===== config.mk =====
export PLATFORM = sky130hd
export DESIGN_NAME = shifter8bit_left_seq
export DESIGN_NICKNAME = d
export VERILOG_FILES = /design/src/rtl/shifter8bit_left_seq.sv
export SDC_FILE = /design/constraint.sdc
export NUM_CORES = 1
export LEC_CHECK = 0
export CAP_MARGIN = 20
export CORE_AREA = 2 2 39 41
export CTS_CLUSTER_SIZE = 16
export DETAILED_ROUTE_END_ITERATION = 7
export DIE_AREA = 0 0 41 43
export DONT_BUFFER_PORTS = 1
export PLACE_DENSITY = 0.71
export SLEW_MARGIN = 20
export SYNTH_ARGS = -nofsm -noshare
export SYNTH_HDL_FRONTEND = slang
export SYNTH_SLANG_ARGS = --single-unit
export TNS_END_PERCENT = 50

===== constraint.sdc =====
create_clock -name clk -period 1.7 [get_ports clk]
set_clock_uncertainty 0.1 [all_clocks]
set_input_delay 0.34 -clock clk [delete_from_list [all_inputs] [get_ports clk]]
set_output_delay 0.34 -clock clk [all_outputs]
set_load 0.05 [all_outputs]

===== src/rtl/shifter8bit_left_seq.sv =====
// shifter8bit_left_seq
//   Sequential left shifter: accepts an operand and a shift amount, then
//   shifts one bit per clock until the requested amount is reached, and holds
//   the result until the consumer takes it.
//
//   Build option: define SHIFTER_ROTATE_EN to rotate instead of shift
//   (old MSB enters the LSB, lost stays 0). Timing and handshake are the same
//   in both modes.
//
// Ports
//   clk        rising-edge clock for all state
//   rst        synchronous active-high reset
//   in_valid   request carrying a and s is present
//   in_ready   block can accept a request this cycle (IDLE only)
//   a          operand to shift left
//   s          shift amount, 0 to WIDTH-1
//   out_valid  y and lost are valid (DONE only)
//   out_ready  consumer takes the result this cycle
//   y          shifted result (always equal to the data register)
//   lost       OR of all bits shifted out past the MSB
//
// States
//   IDLE  | waiting for a request, in_ready=1
//   SHIFT | one shift step per cycle, cnt holds the steps still to do
//   DONE  | result presented, out_valid=1, held until out_ready

module shifter8bit_left_seq #(
  parameter int WIDTH = 8,
  parameter int SW    = 3
) (
  input  logic             clk,
  input  logic             rst,
  input  logic             in_valid,
  output logic             in_ready,
  input  logic [WIDTH-1:0] a,
  input  logic [SW-1:0]    s,
  output logic             out_valid,
  input  logic             out_ready,
  output logic [WIDTH-1:0] y,
  output logic             lost
);

  typedef enum logic [1:0] {
    IDLE  = 2'd0,
    SHIFT = 2'd1,
    DONE  = 2'd2
  } state_t;

  state_t           state, state_nxt;
  logic [WIDTH-1:0] data_reg, data_nxt;
  logic [SW-1:0]    cnt, cnt_nxt;
  logic             lost_reg, lost_nxt;
  logic [WIDTH-1:0] data_step;
  logic             lost_step;

  // One shift/rotate step of the current data register.
`ifdef SHIFTER_ROTATE_EN
  assign data_step = {data_reg[WIDTH-2:0], data_reg[WIDTH-1]};
  assign lost_step = 1'b0;
`else
  assign data_step = {data_reg[WIDTH-2:0], 1'b0};
  assign lost_step = lost_reg | data_reg[WIDTH-1];
`endif

  always_ff @(posedge clk) begin
    if (rst) begin
      state    <= IDLE;
      data_reg <= '0;
      cnt      <= '0;
      lost_reg <= 1'b0;
    end else begin
      state    <= state_nxt;
      data_reg <= data_nxt;
      cnt      <= cnt_nxt;
      lost_reg <= lost_nxt;
    end
  end

  always_comb begin
    state_nxt = state;
    data_nxt  = data_reg;
    cnt_nxt   = cnt;
    lost_nxt  = lost_reg;
    in_ready  = 1'b0;
    out_valid = 1'b0;
    case (state)
      IDLE: begin
        in_ready = 1'b1;
        if (in_valid) begin
          data_nxt  = a;
          cnt_nxt   = s;
          lost_nxt  = 1'b0;
          state_nxt = (s == '0) ? DONE : SHIFT;
        end
      end
      SHIFT: begin
        data_nxt = data_step;
        lost_nxt = lost_step;
        cnt_nxt  = cnt - SW'(1);
        // The step that brings cnt to zero is the last one.
        if (cnt == SW'(1)) begin
          state_nxt = DONE;
        end
      end
      DONE: begin
        out_valid = 1'b1;
        if (out_ready) begin
          state_nxt = IDLE;
        end
      end
      default: begin
        state_nxt = IDLE;
      end
    endcase
  end

  assign y    = data_reg;
  assign lost = lost_reg;

endmodule


==> results of run 1 <==
==> layer usage <==
| metal | GRT usage (%) | wire [um] | share of wire, % | vias to the layer above |
|---|---|---|---|---|
| li1 | - | - | - | 315 |
| met1 | 25.9 | 669 | 44 | 280 |
| met2 | 30.3 | 744 | 49 | 20 |
| met3 | 5.24 | 100 | 6.6 | 2 |
| met4 | 12.0 | 12 | 0.79 | 0 |
| met5 | 0 | 0 | 0 | - |
==> cell families (layout without fill, tap and decap cells) <==
family          count (synthesis)  after routing  synth area share, %
mux                             7              7                 9.41
fa+ha+maj                       2              2                 3.36
compound gates                 34             34                 29.1
flops                          14             14                 37.6
simple gates                   14             14                 12.3
buf+inv                        10             18                 8.23
==> metrics by stage <==
stage               hold WS, ns  power (mW)  cell area [um2]  setup slack (ns)
finish                   0.0267       0.946              818            0.0877
global route            0.00993        1.01              818           0.00521
CTS                     0.00392       0.958              808            0.0767
detailed placement        0.307       0.770              786             0.336
global placement          0.305       0.762              786             0.356
floorplan                 0.302       0.721              744           0.00935
==> final cells by class <==
| cell class | instances | area, um2 | share of cell area (%) |
|---|---|---|---|
| flip-flops and latches | 14 | 280 | 34.3 |
| well taps | 16 | 20.0 | 2.45 |
| clock buffers | 3 | 22.5 | 2.75 |
| repair buffers | 9 | 70.1 | 8.56 |
| inverters | 6 | 22.5 | 2.75 |
| multi-input cells | 57 | 403 | 49.2 |
==> power by group through the flow <==
stage	Combinational, mW	Clock [mW]	Sequential (mW)
floorplan	0.217	0	0.504
global placement	0.275	0	0.487
detailed placement	0.282	0	0.488
CTS	0.283	0.194	0.481
global route	0.311	0.208	0.486
finish	0.283	0.182	0.481
==> what timing repair did <==
item	4_1_cts	5_1_grt
hold endpoints to repair	0	1
gates resized for setup	0	0
hold buffers	0	1
==> cells in the final DEF (no fill, tap or decap), types with 2 or more instances in the layout <==
master and instances:
dfxtp_1 14, a21oi_1 11, buf_4 8, mux2i_1 7, o21ai_0 7, inv_1 6
nor2b_1 3, nand2b_1 3, o21ai_1 3, nand2_1 3, clkbuf_4 3, o21a_1 2
ha_1 2
==> worst paths after layout <==
kind | endpoint | startpoint | slack [ns] | depth (start not counted)
worst max-delay path | out_valid | state[0] | 0.09 | 3
worst min-delay path | lost | rst | 0.03 | 1
worst max register to register | cnt[2] | state[0] | 0.31 | 4
worst min register to register | cnt[1] | cnt[1] | 0.45 | 2
==> worst register-to-register path: stages (launching register included) <==
cell and delay, ns:
dfxtp_1 0.37, buf_4 0.20, or3b_1 0.38, a21oi_1 0.16, a2111oi_1 0.07
==> flow_summary.yaml, run 1 <==
power:
  clkPwrFrac_pct: 19.2
  ir_worst_vdd_mv: 0.631
  sw_frac_of_total_pct: 39.6
  p_int_mw: 0.571
  seqPwrFrac_pct: 50.9
  combPwrFrac_pct: 29.9
  power_density_nw_per_um2: 1160
  p_leak_nw: 0.355
  p_sw_mw: 0.375
synth:
  synth_warnings: 0
  seq_area_frac_synth_pct: 37.6
  synth_most_common_cell: "dfxtp_1"
  synth_nets: 98
  synth-edff-count: 0
  syn_avg_cell_area_um2: 9.19
  synth_top_area_cell: "dfxtp_1"
  async_flop_share_pct: 0
  synth_area_um2: 744
  synth_common_cells: "dfxtp_1 (14), a21oi_1 (11), mux2i_1 (7), o21ai_0 (7), inv_1 (6)"
  synth_ff_type: "dfxtp_1"
  syn_inst: 81
  synth_top_area_share_pct: 37.6
  yosys-top-cells-area: "dfxtp_1 (38%), mux2i_1 (9.4%), a21oi_1 (7.4%), o21ai_0 (4.7%), buf_6 (4.5%)"
  ys_seq_elements: 14
  synth_cell_types: 29
clock_network:
  path_clk_slew_ns: 0.08
  cts_setup_buffers: 0
  cts_num_sinks: 14
  cts-buffers-inserted: 3
  root_buffer: "clkbuf_4"
  cts_buffer_depth: 2
  cts_tree: "done"
  clk-insertion-delay-late_ns: 0.27
  htree_num_levels: 1
global_routing:
  grt_max_degree: 17
  grt_usage_pct: 20.6
  antenna_found_initial: 0
  grt_pass1_vias: 587
  gr-total-overflow: 0
  grt_pass1_wl_mm: 2.42
finish:
  nets: 108
  largest_register_ffs: 8
  drive_gt1_share_pct: 16.9
  final_cell_count_no_fill: 105
  post-route-util_pct: 59.1
  fillers: 134
  diodes: 0
  syn2layout_area_growth_pct: 9.92
floorplan:
  rows: 14
  die-area_um2: 1760
  die_x_um: 41
  die_y_um: 43
  coreArea_um2: 1380
  io_pins: 26
  start_util_pct: 53.8
timing:
  fmax_mhz: 620
  finalHoldViolCount: 0
  fin_tns_setup_ns: 0
  rsz0062_at_grt: "no"
  setup_violations: 0
  max_slew_margin_pct: 63.8
  tightest_slew_ns: 0.542
  slew_violations: 0
  min_period_ns: 1.61
  post-route-period-util_pct: 94.8
critical_path:
  end_kind: "primary output"
  criticalPathCategory: "reg -> out"
  critPathMaxFanout: 10
  slowest_stage: "dfxtp_1"
  cpMostUsedCell: "buf_4"
  worstPathCellList: "buf_4 > nor2b_1 > buf_4"
  cpPeakStageDelay_ns: 0.44
  worstSetupStartpointType: "flop"
  cp_top_family: "flip-flops"
  critPathBufInv: 2
  required_ns: 1.26
  crit_arrival_ns: 1.17
detailed_routing:
  drtIter0Drc: 9
  vias: 617
  drtAntennaViolNets: 0
  viasPerCell: 5.88
  wire_per_inst_um: 14.5
  drc: 0
  drt-total-wl_mm: 1.53
  firstDrtPassIters: 4
place:
  io_buffers: 0
  dp_hpwl_mm: 1.14
  place.gp.congestion: 0.700
  place_inst: 101
min_path:
  hold_path_class: "in -> reg"
job:
  cap_violations: 0
outcome:
  status: "complete, no violations"
Power figures use the tool's default switching activity.
==> run 2: changes to the inputs <==
--- a/config.mk
+++ b/config.mk
@@ -5,13 +5,13 @@
 export SDC_FILE = /design/constraint.sdc
 export NUM_CORES = 1
 export LEC_CHECK = 0
-export CAP_MARGIN = 20
+export CAP_MARGIN = 5
 export CORE_AREA = 2 2 39 41
 export CTS_CLUSTER_SIZE = 16
 export DETAILED_ROUTE_END_ITERATION = 7
 export DIE_AREA = 0 0 41 43
 export DONT_BUFFER_PORTS = 1
-export PLACE_DENSITY = 0.71
+export PLACE_DENSITY_LB_ADDON = 0.05
 export SLEW_MARGIN = 20
 export SYNTH_ARGS = -nofsm -noshare
 export SYNTH_HDL_FRONTEND = slang
==> run 2 against run 1 <==
Net effect: via count shrank 3.1%; register-to-register slack is essentially flat; cell area shrank 2.0%; sequential share of layout area grew 0.85 points; worst setup slack gained 0.052 ns; sequential cell count is the same; final cell count shrank 1.9%; core utilization shrank 1.2 points; total power shrank 0.42%; maximum frequency grew 3.3%; clock power is essentially flat; count of clock-buffer cells in the layout is the same.
==> flow_summary.yaml, run 2 (synthesis results as in run 1) <==
outcome:
  status: "complete, no violations"
global_routing:
  grt_pass1_vias: 574
  gr-total-overflow: 0
  grt_usage_pct: 19.2
  grt_max_degree: 17
  grt_pass1_wl_mm: 2.33
  antenna_found_initial: 0
finish:
  final_area_um2: 802
  drive_gt1_share_pct: 17.2
  syn2layout_area_growth_pct: 7.73
  post-route-util_pct: 58.0
  largest_register_ffs: 8
  final_cell_mix: "dfxtp_1 (13), a21oi_1 (11), mux2i_1 (7), o21ai_0 (7), buf_4 (7)"
  fillers: 124
  diodes: 0
  nets: 106
  final_common_cell: "dfxtp_1"
critical_path:
  cpPeakStageDelay_ns: 0.37
  criticalPathCategory: "reg -> out"
  end_kind: "primary output"
  cp_top_family: "flip-flops"
  setup.worst_path.start: "state[0]"
  critPathMaxFanout: 10
  worstSetupStartpointType: "flop"
  required_ns: 1.26
  cpMostUsedCell: "buf_4"
  slowest_stage: "dfxtp_2"
  crit_arrival_ns: 1.12
  worst_r2r_startpoint: "state[1]"
  worstPathCellList: "buf_4 > nor2_4 > buf_4"
  critPathBufInv: 2
timing:
  slew_violations: 0
  min_period_ns: 1.56
  setup_violations: 0
  finalHoldViolCount: 0
  post-route-period-util_pct: 91.8
  fin_tns_setup_ns: 0
  fmax_mhz: 641
  rsz0062_at_grt: "no"
  tightest_slew_ns: 0.541
  hold_slack_ns: 0.0201
  max_slew_margin_pct: 63.9
detailed_routing:
  drc: 0
  drt-total-wl_mm: 1.49
  wire_per_inst_um: 14.4
  vias: 598
  viasPerCell: 5.81
  drtAntennaViolNets: 0
  drtIter0Drc: 7
  firstDrtPassIters: 4
place:
  place.gp.congestion: 0.651
  place_area_um2: 778
  io_buffers: 0
  dp_hpwl_mm: 1.12
power:
  ir_worst_vdd_mv: 0.651
  power_density_nw_per_um2: 1170
  p_leak_nw: 0.345
clock_network:
  clk-insertion-delay-late_ns: 0.27
  cts_buffer_depth: 2
  path_clk_slew_ns: 0.08
  cts_tree: "done"
  cts_num_sinks: 14
  cts_setup_buffers: 0
  cts-buffers-inserted: 3
  htree_num_levels: 1
  root_buffer: "clkbuf_4"
  cts_hold_buf: 0
job:
  cap_violations: 0
floorplan:
  coreArea_um2: 1380
  io_pins: 26
  start_util_pct: 53.8
  die-area_um2: 1760
  rows: 14
  die_x_um: 41
  die_y_um: 43
min_path:
  min_from: "rst"
  hold_path_class: "in -> reg"
-- run 2: timing repair --
action / in CTS / in global routing
setup endpoints to repair: 0 / 1
resized for setup: 0 / 1
endpoints found under the hold margin: 0 / 0
-- run 2: worst paths after layout --
kind,end,slack [ns],depth (start not counted)
max,in_ready,0.14,3
min,cnt[0],0.02,1
max reg2reg,y[2],0.32,4
min reg2reg,cnt[1],0.43,2
-- run 2: stage by stage --
| stage | worst slack [ns] | cells | total power, mW |
|---|---|---|---|
| 2_1_floorplan | 0.00935 | 81 | 0.721 |
| 3_3_place_gp | 0.354 | 100 | 0.764 |
| 3_5_place_dp | 0.328 | 100 | 0.766 |
| 4_1_cts | 0.0317 | 103 | 0.953 |
| 5_1_grt | 0.0925 | 103 | 0.996 |
| 6_report | 0.139 | 103 | 0.942 |
-- run 2: routing by layer --
metal / routed length (um) / track usage, % / part of all wire (%) / vias up
met5: 0 / 0 / 0 / -
met4: 10 / 12.0 / 0.67 / 0
met3: 90 / 3.66 / 6.1 / 2
met2: 707 / 27.8 / 48 / 16
met1: 676 / 25.0 / 46 / 273
li1: - / - / - / 307
-- run 2: cell type report --
class | instances | area [um2] | area share, %
Multi-Input combinational cell | 57 | 403 | 50.2
Sequential cell | 14 | 282 | 35.1
Timing Repair Buffer | 7 | 52.6 | 6.55
Clock buffer | 3 | 22.5 | 2.81
Inverter | 6 | 22.5 | 2.81
Tap cell | 16 | 20.0 | 2.50
-- run 2: power by group --
group	switching [mW]	internal, mW
combinational	0.154	0.113
sequential	0.118	0.373
clock	0.101	0.0820
==> run 3: changes to the inputs <==
==> constraint.sdc (replaced) <==
create_clock -name clk -period 1.7 [get_ports clk]
set_clock_uncertainty 0.1 [all_clocks]
set_input_delay 0.085 -clock clk [delete_from_list [all_inputs] [get_ports clk]]
set_output_delay 0.085 -clock clk [all_outputs]
set_load 0.05 [all_outputs]
==> run 3 against run 2 <==
Net effect: critical path depth unchanged; core utilization increased by 14 points; worst hold slack got worse by 0.015 ns; register-to-register slack about the same; critical path type unchanged; largest power group is now combinational logic.
==> flow_summary.yaml, run 3 (synthesis results as in run 1) <==
timing:
  setup_violations: 0
  post-route-period-util_pct: 85.1
  fin_tns_setup_ns: 0
  slew_violations: 0
  max_slew_margin_pct: 75.2
  min_period_ns: 1.45
  finalHoldViolCount: 0
  fmax_mhz: 691
  rsz0062_at_grt: "no"
  tightest_slew_ns: 0.371
  layout_setup_ws_ns: 0.253
critical_path:
  required_ns: 1.51
  setup.worst_path.start: "state[0]"
  critPathMaxFanout: 12
  crit_arrival_ns: 1.26
  worstSetupStartpointType: "flop"
  criticalPathCategory: "reg -> out"
  end_kind: "primary output"
  worst_r2r_startpoint: "state[0]"
clock_network:
  clk-insertion-delay-late_ns: 0.28
  cts_num_sinks: 14
  root_buffer: "clkbuf_4"
  cts_buffer_depth: 2
  cts_tree: "done"
  path_clk_slew_ns: 0.08
  htree_num_levels: 1
  cts-buffers-inserted: 3
detailed_routing:
  vias: 687
  wire_per_inst_um: 13.9
  drtAntennaViolNets: 0
  drc: 0
  firstDrtPassIters: 3
  viasPerCell: 5.54
  drtIter0Drc: 6
  drt-total-wl_mm: 1.72
power:
  sw_frac_of_total_pct: 39.0
  seqPwrFrac_pct: 40.4
  clkPwrFrac_pct: 18.5
  combPwrFrac_pct: 41.2
  p_int_mw: 0.619
  p_sw_mw: 0.396
  ir_worst_vdd_mv: 0.612
  power_density_nw_per_um2: 1020
  p_leak_nw: 0.440
floorplan:
  start_util_pct: 53.8
  io_pins: 26
  die_y_um: 43
  rows: 14
  coreArea_um2: 1380
  die_x_um: 41
  die-area_um2: 1760
finish:
  syn2layout_area_growth_pct: 33.1
  post-route-util_pct: 71.6
  final_cell_mix: "buf_4 (15), dfxtp_1 (14), dlygate4sd3_1 (13)"
  largest_register_ffs: 8
  nets: 127
  fillers: 115
  final_common_cell: "buf_4"
  drive_gt1_share_pct: 20.4
  diodes: 0
place:
  io_buffers: 0
  dp_hpwl_mm: 1.18
  place.gp.congestion: 0.646
  pre_cts_slack_ns: 0.337
global_routing:
  grt_pass1_vias: 644
  grt_pass1_wl_mm: 2.67
  grt_usage_pct: 22.4
  gr-total-overflow: 0
  grt_max_degree: 17
  antenna_found_initial: 0
min_path:
  min_from: "in_valid"
  hold_path_class: "in -> reg"
outcome:
  status: "complete, no violations"
job:
  cap_violations: 0
## run 3: stage by stage
stage	total power [mW]	std cells	instance area (um2)	hold WS [ns]
2_1_floorplan	0.721	81	744	0.0474
3_3_place_gp	0.797	108	838	0.0499
3_5_place_dp	0.806	108	838	0.0511
4_1_cts	1.02	124	991	0.00190
5_1_grt	1.07	124	991	0.00747
6_report	1.02	124	991	0.00461
## run 3: critical path, cell delays in order, from the launching register on
cell and delay (ns):
dfxtp_1 0.55, buf_4 0.21, nor2_4 0.04, buf_4 0.18
## run 3: path summary, 6_finish.rpt
| check | end | slack (ns) | cells past startpoint |
|---|---|---|---|
| worst max-delay path | in_ready | 0.25 | 3 |
| worst max register to register | y[5] | 0.31 | 4 |
| worst min-delay path | y[0] | 0.005 | 2 |
| worst min register to register | lost | 0.38 | 2 |
## run 3: cell type report
cell class / count / area, um2 / area share [%]
inverter: 6 / 22.5 / 2.27
tap: 16 / 20.0 / 2.02
timing repair buffer: 28 / 243 / 24.5
multi-input combinational: 57 / 403 / 40.7
sequential: 14 / 280 / 28.3
clock buffer: 3 / 22.5 / 2.27
## run 3: layer usage
metal / GRT usage, % / up-vias / routed length (um)
met1: 28.0 / 316 / 814
met3: 5.76 / 2 / 83
li1: - / 352 / -
met4: 8.00 / 0 / 9
met2: 35.6 / 17 / 815
met5: 0 / - / 0
## run 3: power groups by stage
stage	clock (mW)	sequential, mW	combinational, mW
3_5_place_dp	0	0.416	0.390
2_1_floorplan	0	0.504	0.217
3_3_place_gp	0	0.414	0.384
5_1_grt	0.204	0.415	0.449
6_report	0.188	0.410	0.418
4_1_cts	0.193	0.409	0.418
## run 3: repair_timing
action / 4_1_cts / 5_1_grt
hold endpoints to repair: 14 / 0
setup buffers: 0 / 0
setup endpoints to repair: 0 / 0
hold buffers: 13 / 0
resized for setup: 0 / 0
